[config.mk]
export PLATFORM = sky130hd
export DESIGN_NAME = eth_arp_recv
export DESIGN_NICKNAME = d
export VERILOG_FILES = /design/src/rtl/eth_arp_recv.sv
export SDC_FILE = /design/constraint.sdc
export NUM_CORES = 1
export LEC_CHECK = 0
export BUFFER_PORTS_ARGS = -buffer_cell sky130_fd_sc_hd__buf_4
export CORE_MARGIN = 2
export CORE_UTILIZATION = 57
export CTS_CLUSTER_DIAMETER = 50
export DETAILED_ROUTE_END_ITERATION = 8
export PLACE_DENSITY = 0.8
export SYNTH_ARGS = -nofsm -noshare
export SYNTH_HDL_FRONTEND = slang
export SYNTH_SLANG_ARGS = --single-unit
[constraint.sdc]
create_clock -name clk -period 3.3 [get_ports clk]
set_input_delay 0.495 -clock clk [delete_from_list [all_inputs] [get_ports clk]]
set_output_delay 0.495 -clock clk [all_outputs]
set_load 0.02 [all_outputs]
[src/rtl/eth_arp_recv.sv]
// Purpose: byte-wide MII/GMII receive parser that locks on preamble/SFD, filters on MAC and
//          EtherType, decodes the 28-byte ARP body and checks length/FCS; one pulse per frame.
// Latency: o_valid/o_drop are registered, high in the cycle after i_rx_dv is first sampled low.
// Backpressure: none; the PHY stream cannot be stalled, so every byte is consumed as it arrives.
// Optional FCS checking is built only when ETH_ARP_RECV_CRC_CHECK_EN is defined.
module eth_arp_recv #(
    parameter int MAX_LEN = 1518
) (
    input  logic        clk,
    input  logic        rst,
    input  logic [47:0] i_my_mac,
    input  logic [7:0]  i_rx_data,
    input  logic        i_rx_dv,
    output logic [47:0] o_src_mac,
    output logic [1:0]  o_operation,
    output logic [47:0] o_SHA,
    output logic [31:0] o_SPA,
    output logic [47:0] o_THA,
    output logic [31:0] o_TPA,
    output logic        o_valid,
    output logic        o_drop
);

    typedef enum logic [1:0] {
        IDLE,
        PREAMBLE,
        BODY,
        DROP
    } state_t;

    localparam logic [10:0] MAX_IDX = 11'(MAX_LEN);
    localparam logic [10:0] MIN_LEN = 11'd64;

    state_t      state;
    logic [10:0] idx;          // bytes seen since the SFD
    logic [7:0]  prev;         // previous body byte, high half of 16-bit fields
    logic [39:0] dst_sh;       // first five destination bytes; the sixth is compared live
    logic [47:0] src_sh;
    logic [47:0] sha_sh;
    logic [47:0] tha_sh;
    logic [31:0] spa_sh;
    logic [31:0] tpa_sh;
    logic [1:0]  oper_sh;
    logic        field_bad;
    logic        reject;
    logic        crc_ok;

`ifdef ETH_ARP_RECV_CRC_CHECK_EN
    logic [31:0] crc;
    logic [31:0] crc_next;

    // Reflected CRC-32 advanced by one byte, LSB first
    always_comb begin
        crc_next = crc ^ {24'h0, i_rx_data};
        for (int k = 0; k < 8; k++) begin
            crc_next = crc_next[0] ? ((crc_next >> 1) ^ 32'hEDB88320) : (crc_next >> 1);
        end
    end

    // CRC register: seeded at the SFD, runs over every body byte including the FCS
    always_ff @(posedge clk) begin
        if (rst) begin
            crc <= 32'hFFFFFFFF;
        end else if (state == PREAMBLE && i_rx_dv && i_rx_data == 8'hD5) begin
            crc <= 32'hFFFFFFFF;
        end else if (state == BODY && i_rx_dv) begin
            crc <= crc_next;
        end
    end

    // Running the CRC over data plus FCS leaves the fixed CRC-32 residue
    assign crc_ok = (crc == 32'hDEBB20E3);
`else
    assign crc_ok = 1'b1;
`endif

    // Decide whether the byte at the current index kills the frame
    always_comb begin
        field_bad = 1'b0;
        case (idx)
            11'd5:  field_bad = ({dst_sh, i_rx_data} != i_my_mac) &&
                                ({dst_sh, i_rx_data} != 48'hFFFF_FFFF_FFFF);
            11'd13: field_bad = ({prev, i_rx_data} != 16'h0806);
            11'd15: field_bad = ({prev, i_rx_data} != 16'h0001);
            11'd17: field_bad = ({prev, i_rx_data} != 16'h0800);
            11'd18: field_bad = (i_rx_data != 8'd6);
            11'd19: field_bad = (i_rx_data != 8'd4);
            11'd21: field_bad = ({prev, i_rx_data} != 16'h0001) &&
                                ({prev, i_rx_data} != 16'h0002);
            default: field_bad = 1'b0;
        endcase
        reject = field_bad || (idx == MAX_IDX);
    end

    // Frame FSM: framing, field capture into shadows, end-of-frame verdict
    always_ff @(posedge clk) begin
        if (rst) begin
            state       <= IDLE;
            idx         <= 11'd0;
            prev        <= 8'd0;
            dst_sh      <= 40'd0;
            src_sh      <= 48'd0;
            sha_sh      <= 48'd0;
            tha_sh      <= 48'd0;
            spa_sh      <= 32'd0;
            tpa_sh      <= 32'd0;
            oper_sh     <= 2'd0;
            o_src_mac   <= 48'd0;
            o_operation <= 2'd0;
            o_SHA       <= 48'd0;
            o_SPA       <= 32'd0;
            o_THA       <= 48'd0;
            o_TPA       <= 32'd0;
            o_valid     <= 1'b0;
            o_drop      <= 1'b0;
        end else begin
            o_valid <= 1'b0;
            o_drop  <= 1'b0;
            case (state)
                IDLE: begin
                    if (i_rx_dv) begin
                        state <= (i_rx_data == 8'h55) ? PREAMBLE : DROP;
                    end
                end
                PREAMBLE: begin
                    if (!i_rx_dv) begin
                        state <= IDLE;
                    end else if (i_rx_data == 8'hD5) begin
                        state <= BODY;
                        idx   <= 11'd0;
                    end else if (i_rx_data != 8'h55) begin
                        state <= DROP;
                    end
                end
                BODY: begin
                    if (!i_rx_dv) begin
                        state <= IDLE;
                        if (idx < MIN_LEN || !crc_ok) begin
                            o_drop <= 1'b1;
                        end else begin
                            o_valid     <= 1'b1;
                            o_src_mac   <= src_sh;
                            o_operation <= oper_sh;
                            o_SHA       <= sha_sh;
                            o_SPA       <= spa_sh;
                            o_THA       <= tha_sh;
                            o_TPA       <= tpa_sh;
                        end
                    end else if (reject) begin
                        state <= DROP;
                    end else begin
                        prev <= i_rx_data;
                        if (idx != 11'h7FF) begin
                            idx <= idx + 11'd1;
                        end
                        if (idx <= 11'd4)                   dst_sh  <= {dst_sh[31:0], i_rx_data};
                        if (idx >= 11'd6 && idx <= 11'd11)  src_sh  <= {src_sh[39:0], i_rx_data};
                        if (idx == 11'd21)                  oper_sh <= i_rx_data[1:0];
                        if (idx >= 11'd22 && idx <= 11'd27) sha_sh  <= {sha_sh[39:0], i_rx_data};
                        if (idx >= 11'd28 && idx <= 11'd31) spa_sh  <= {spa_sh[23:0], i_rx_data};
                        if (idx >= 11'd32 && idx <= 11'd37) tha_sh  <= {tha_sh[39:0], i_rx_data};
                        if (idx >= 11'd38 && idx <= 11'd41) tpa_sh  <= {tpa_sh[23:0], i_rx_data};
                    end
                end
                DROP: begin
                    if (!i_rx_dv) begin
                        o_drop <= 1'b1;
                        state  <= IDLE;
                    end
                end
                default: state <= IDLE;
            endcase
        end
    end

endmodule

* Yosys cells after proc, flatten, opt, wreduce, memory -nomap -nowiden
Index checks and enable logic that the tools add are counted. Widths: inputs -> output; s select.
Operators by class: reductions and logical operators 22, bitwise logic cells 4, add/subtract/negate cells 1, muxes and demuxes 21, order comparisons 12, equality and inequality tests 32
Operator list (count):
- $mux 11 | 5
- $ne 48x48->1 | 1
- $ne 48x48->1 const B | 1
- $eq 11x5->1 const B | 4
- $ne 16x12->1 const B | 2
- $reduce_and 4->1 | 8
- $eq 11x4->1 const B | 2
- $ge 11x5->1 const B | 2
- $ge 11x6->1 const B | 2
- $le 11x5->1 const B | 2
- $le 11x6->1 const B | 2
- $pmux 11 s2 | 1
- $mux 2 | 8
- $ne 16x1->1 const B | 1
- $ne 16x2->1 const B | 1
- $ne 8x3->1 const B | 2
- $ne 2x2->1 const B | 7
- $add 11x1->11 const B | 1
- $eq 11x11->1 const B | 1
- $eq 11x3->1 const B | 1
- $ge 11x3->1 const B | 1
- $le 11x3->1 const B | 1
- $le 11x4->1 const B | 1
- $lt 11x7->1 const B | 1
- 20 further kinds | 34
Word-level totals: register bits 483, output and inout port bits 212

* Longest topological paths before layout
depth after elaboration 7, gate-level depth with buffers 11

* Worst setup path after synthesis
OpenSTA, ideal clock, no wires.
path type flip-flop to flip-flop, from register idx[0], to register src_sh[28], cell stages (with the launch flop) 12, clock period less this slack 2.672 ns, path buffers 2, arrival 2.600 ns, path slack 0.628 ns, cells stage by stage dfxtp_1 -> inv_1 -> ha_1 -> and4_1 -> a41o_1 -> a31o_1 -> a311oi_4 -> nand2_4 -> nor4_4 -> buf_6 -> buf_8 -> mux2i_1
Between the ends: cells in the longest elaborated chain, start to end 5
RTL lines:
- start, declared | RTL line 35 | logic [10:0] idx;
- start signal, assigned | RTL line 154 | idx <= idx + 11'd1;
- branches (longest 4 deep; another with $ge 11x3->1)
- $reduce_and 4->1 (no source line) *
- end signal, assigned | RTL line 157 | if (idx >= 11'd6 && idx <= 11'd11) src_sh <= {src_sh[39:0], i_rx_data};
- end, declared | RTL line 38 | logic [47:0] src_sh;
Mark *: on every way between the ends. A chain may end at the register's enable or synchronous reset.

* Worst setup path in the final report
from register idx[0], to register src_sh[39]
The elaborated chain is that of the path after synthesis.

==> results.tsv <==
metric	value	unit
status	finished, final reports clean	
Final Max Slew Viols	0	
RD Place Congestion	0.9705	
synthesized area	18800	µm²
CP Launch Type	flop	
Seq pwr share	0.496	
PostCTS Resize Cnt	0	
Psw	2.515	mW
DRC Markers	0	
critical path capture point type	flop	
P&R area growth vs syn	20.81	%
CTS Root Cell	clkbuf_16	
Post-synth EDFFs	0	
CTS sink cnt	483	
CP Max Fanout	48	
CP Data Required Time	3780	ps
switch share	0.2135	
post-synth cell types	51	
Multi-input gate area	8487	µm²
First DRT Iteration DRCs	1120	
Port Buf Inserts	270	
post-synthesis sequential area ratio	0.5143	
cells after synthesis	2068	
vias	14890	
Slew HR	0.3519	
CTS Buf Count	50	
Die ar.	34450	µm²
largest net degree at the start of global routing	206	
grt met2 use	0.4348	
post-route insts no fill	2742	
crit path kind	flop to flop	
Fillers	2585	
number of diodes	0	
vias in the first global route	14140	
endpoints failing setup	0	
Area contributors post-synth	dfxtp_1 (51%), mux2i_1 (11%), nand2_1 (9.6%), nand2b_1 (7.6%), a21oi_1 (5.8%)	
RSZ-0062 raised after global routing	true	
Pwr Total	11.78	mW
Setup Buffers After CTS	0	
clk_skew	14.12	ps
DRT Pass-1 Iters	7	
first-pass GRT wire length	73300	µm
Final Critical Period	3117	ps
total gr overflow	0	
Die H	185.6	µm
Clock Power Share	0.475	
asr flop ratio synth	0	
H-tree Lvls	2	
total core area	32540	µm²
met1 Use GR	0.3622	
Max-Cap Viols	0	
I/O Pins	271	
WL final	46890	µm
initial antenna violation count	0	
WHS	218.7	ps
number of synthesized register bits	483	
GRT Max-Usage Layer	met2	
GR Util All Layers	0.2651	
post-synth top area share	0.5143	
Gate power share	0.029	
power per cell area	518.8	nW/µm²
final net count	2324	
crit share post-route	0.9445	
Starting Density	0.5778	
DR WL/cell	17.10	µm
Main synth FF type	dfxtp_1	
CTS tree	yes	
Tightest Pin Transition	965.5	ps
area leader, netlist	dfxtp_1	
M3 GR Usage	0.03189	
Worst VDD drop	0.0004258	V
CTS Buffer Depth	3	
FF+latch area	9669	µm²
clk_lat worst skew	560	ps
share of layout cells above drive strength 1	0.1726	
std cell rows	66	
hold_buf cts	0	
critical path arrival	3600	ps
cell internal pwr	9.268	mW
Ys Warns	0	
net count after synthesis	2131	
Detailed Place HPWL	30240	µm
Via density	5.429	
antenna-violating nets left	0	
Max Fclk	0.3208	GHz
Worst Hold Class	input pin to flop	
die width	185.6	µm
static leakage	8.293	nW
clock slew at reported path FFs	60	ps
Cells after DPL	2651	
Mean Syn Cell Area	9.091	µm²
Fin. Hold Viols	0	
==> worst paths after layout <==
check                                              from                       to  slack, ps  cells past startpoint
worst min register to register  tha_sh[17]$_SDFFE_PP0P_   o_THA[17]$_SDFFE_PP0P_        440                      2
worst min-delay path                            i_rx_dv        o_drop$_SDFF_PP0_        220                      2
worst max register to register      idx[0]$_SDFFE_PP0P_  src_sh[39]$_SDFFE_PP0P_        180                     10
worst max-delay path                idx[0]$_SDFFE_PP0P_  src_sh[39]$_SDFFE_PP0P_        180                     10
==> layout make-up <==
type | count | share of cell area
clock buffer | 79 | 0.06743
clock inverter | 12 | 0.005840
inverter | 8 | 0.001322
tap | 442 | 0.02435
sequential | 483 | 0.4258
timing repair buffer | 288 | 0.1016
multi-input combinational | 1430 | 0.3737
==> power groups by stage <==
stage / logic [mW] / clock network (mW) / registers (mW)
floorplan: 0.206 / 0 / 5.97
global placement: 0.335 / 0 / 5.98
detailed placement: 0.337 / 0 / 5.98
CTS: 0.339 / 5.67 / 5.85
global route: 0.361 / 5.91 / 5.85
finish: 0.341 / 5.59 / 5.85
==> placed cells by master, fill, tap and decap left out, types with 3 or more instances in the layout <==
cell,count
inv_1,8
nor4_4,3
mux2i_1,202
or3b_2,16
and3_1,4
nor3_1,6
clkbuf_1,13
nand3b_1,17
nor4_1,25
a32oi_1,6
clkbuf_16,51
nand2b_1,228
a21oi_1,216
nor2b_1,19
nand4_1,18
o21ai_0,61
buf_12,11
xor2_1,49
dfxtp_1,483
or2_2,3
nor2_1,14
or3_1,3
clkbuf_8,15
or4_1,4
inv_6,3
ha_1,4
buf_4,276
nor3b_1,4
a21o_1,3
nand2_1,482
nand3_1,13
==> cells by family after synthesis <==
logic type,Yosys count,share of synthesized area
AND/OR/NAND/NOR,873,0.2305
multiplexers,202,0.1076
flip-flops,483,0.5143
XOR/XNOR,49,0.02283
buffers and inverters,155,0.03627
adder cells (fa/ha/maj),4,0.002662
AO/OA/AOI/OAI,302,0.08579
==> synth_stat cells, types with 3 or more instances <==
cell / count
a32oi_1: 6
and3_1: 4
o21ai_0: 61
nor2_1: 14
buf_2: 8
nand3b_1: 17
clkbuf_1: 120
a21oi_1: 216
inv_1: 8
nand2_1: 482
a21o_1: 3
dfxtp_1: 483
or3_1: 4
nand2b_1: 228
mux2i_1: 202
nor3_1: 7
nor4_2: 3
or3b_2: 16
xor2_1: 49
nand4_1: 18
or2_2: 3
nor3b_1: 4
nor4_1: 26
buf_1: 3
buf_6: 4
nor2b_1: 19
buf_4: 10
ha_1: 4
nand3_1: 14
or4_1: 4
==> metrics by stage <==
step	TNS [ps]	util	worst slack (ps)	cell area [µm²]
finish	0	0.6980	183.0	22710
global route	-7.357	0.6980	-7.357	22710
floorplan	0	-	628.5	18800
detailed placement	0	0.6466	108.6	21040
global placement	0	0.6466	112.7	21040
CTS	0	0.6977	123.7	22700
==> worst max-delay path: stages (launching register included) <==
cell and delay (ps):
dfxtp_1 430, inv_1 130, ha_1 260, and4_1 210, a41o_1 240, a31o_1 230, a311oi_4 420, nand2_4 150
nor4_4 330, buf_12 340, mux2i_1 260
==> registers in the layout, summed over array words and instances (netlist names) <==
signal,flops
dst_sh,40
tha_sh,48
spa_sh,32
o_THA,48
tpa_sh,32
o_drop,1
o_src_mac,48
sha_sh,48
idx,11
src_sh,48
o_valid,1
oper_sh,2
o_SHA,48
o_SPA,32
state,2
o_TPA,32
prev,8
o_operation,2
==> per-layer routing <==
layer,wire length (µm),vias to the layer above
li1,-,7291
met1,20770,7025
met3,2627,92
met2,22070,477
met5,0,-
met4,1425,0
Note: power is estimated with default switching activity, not from simulation.
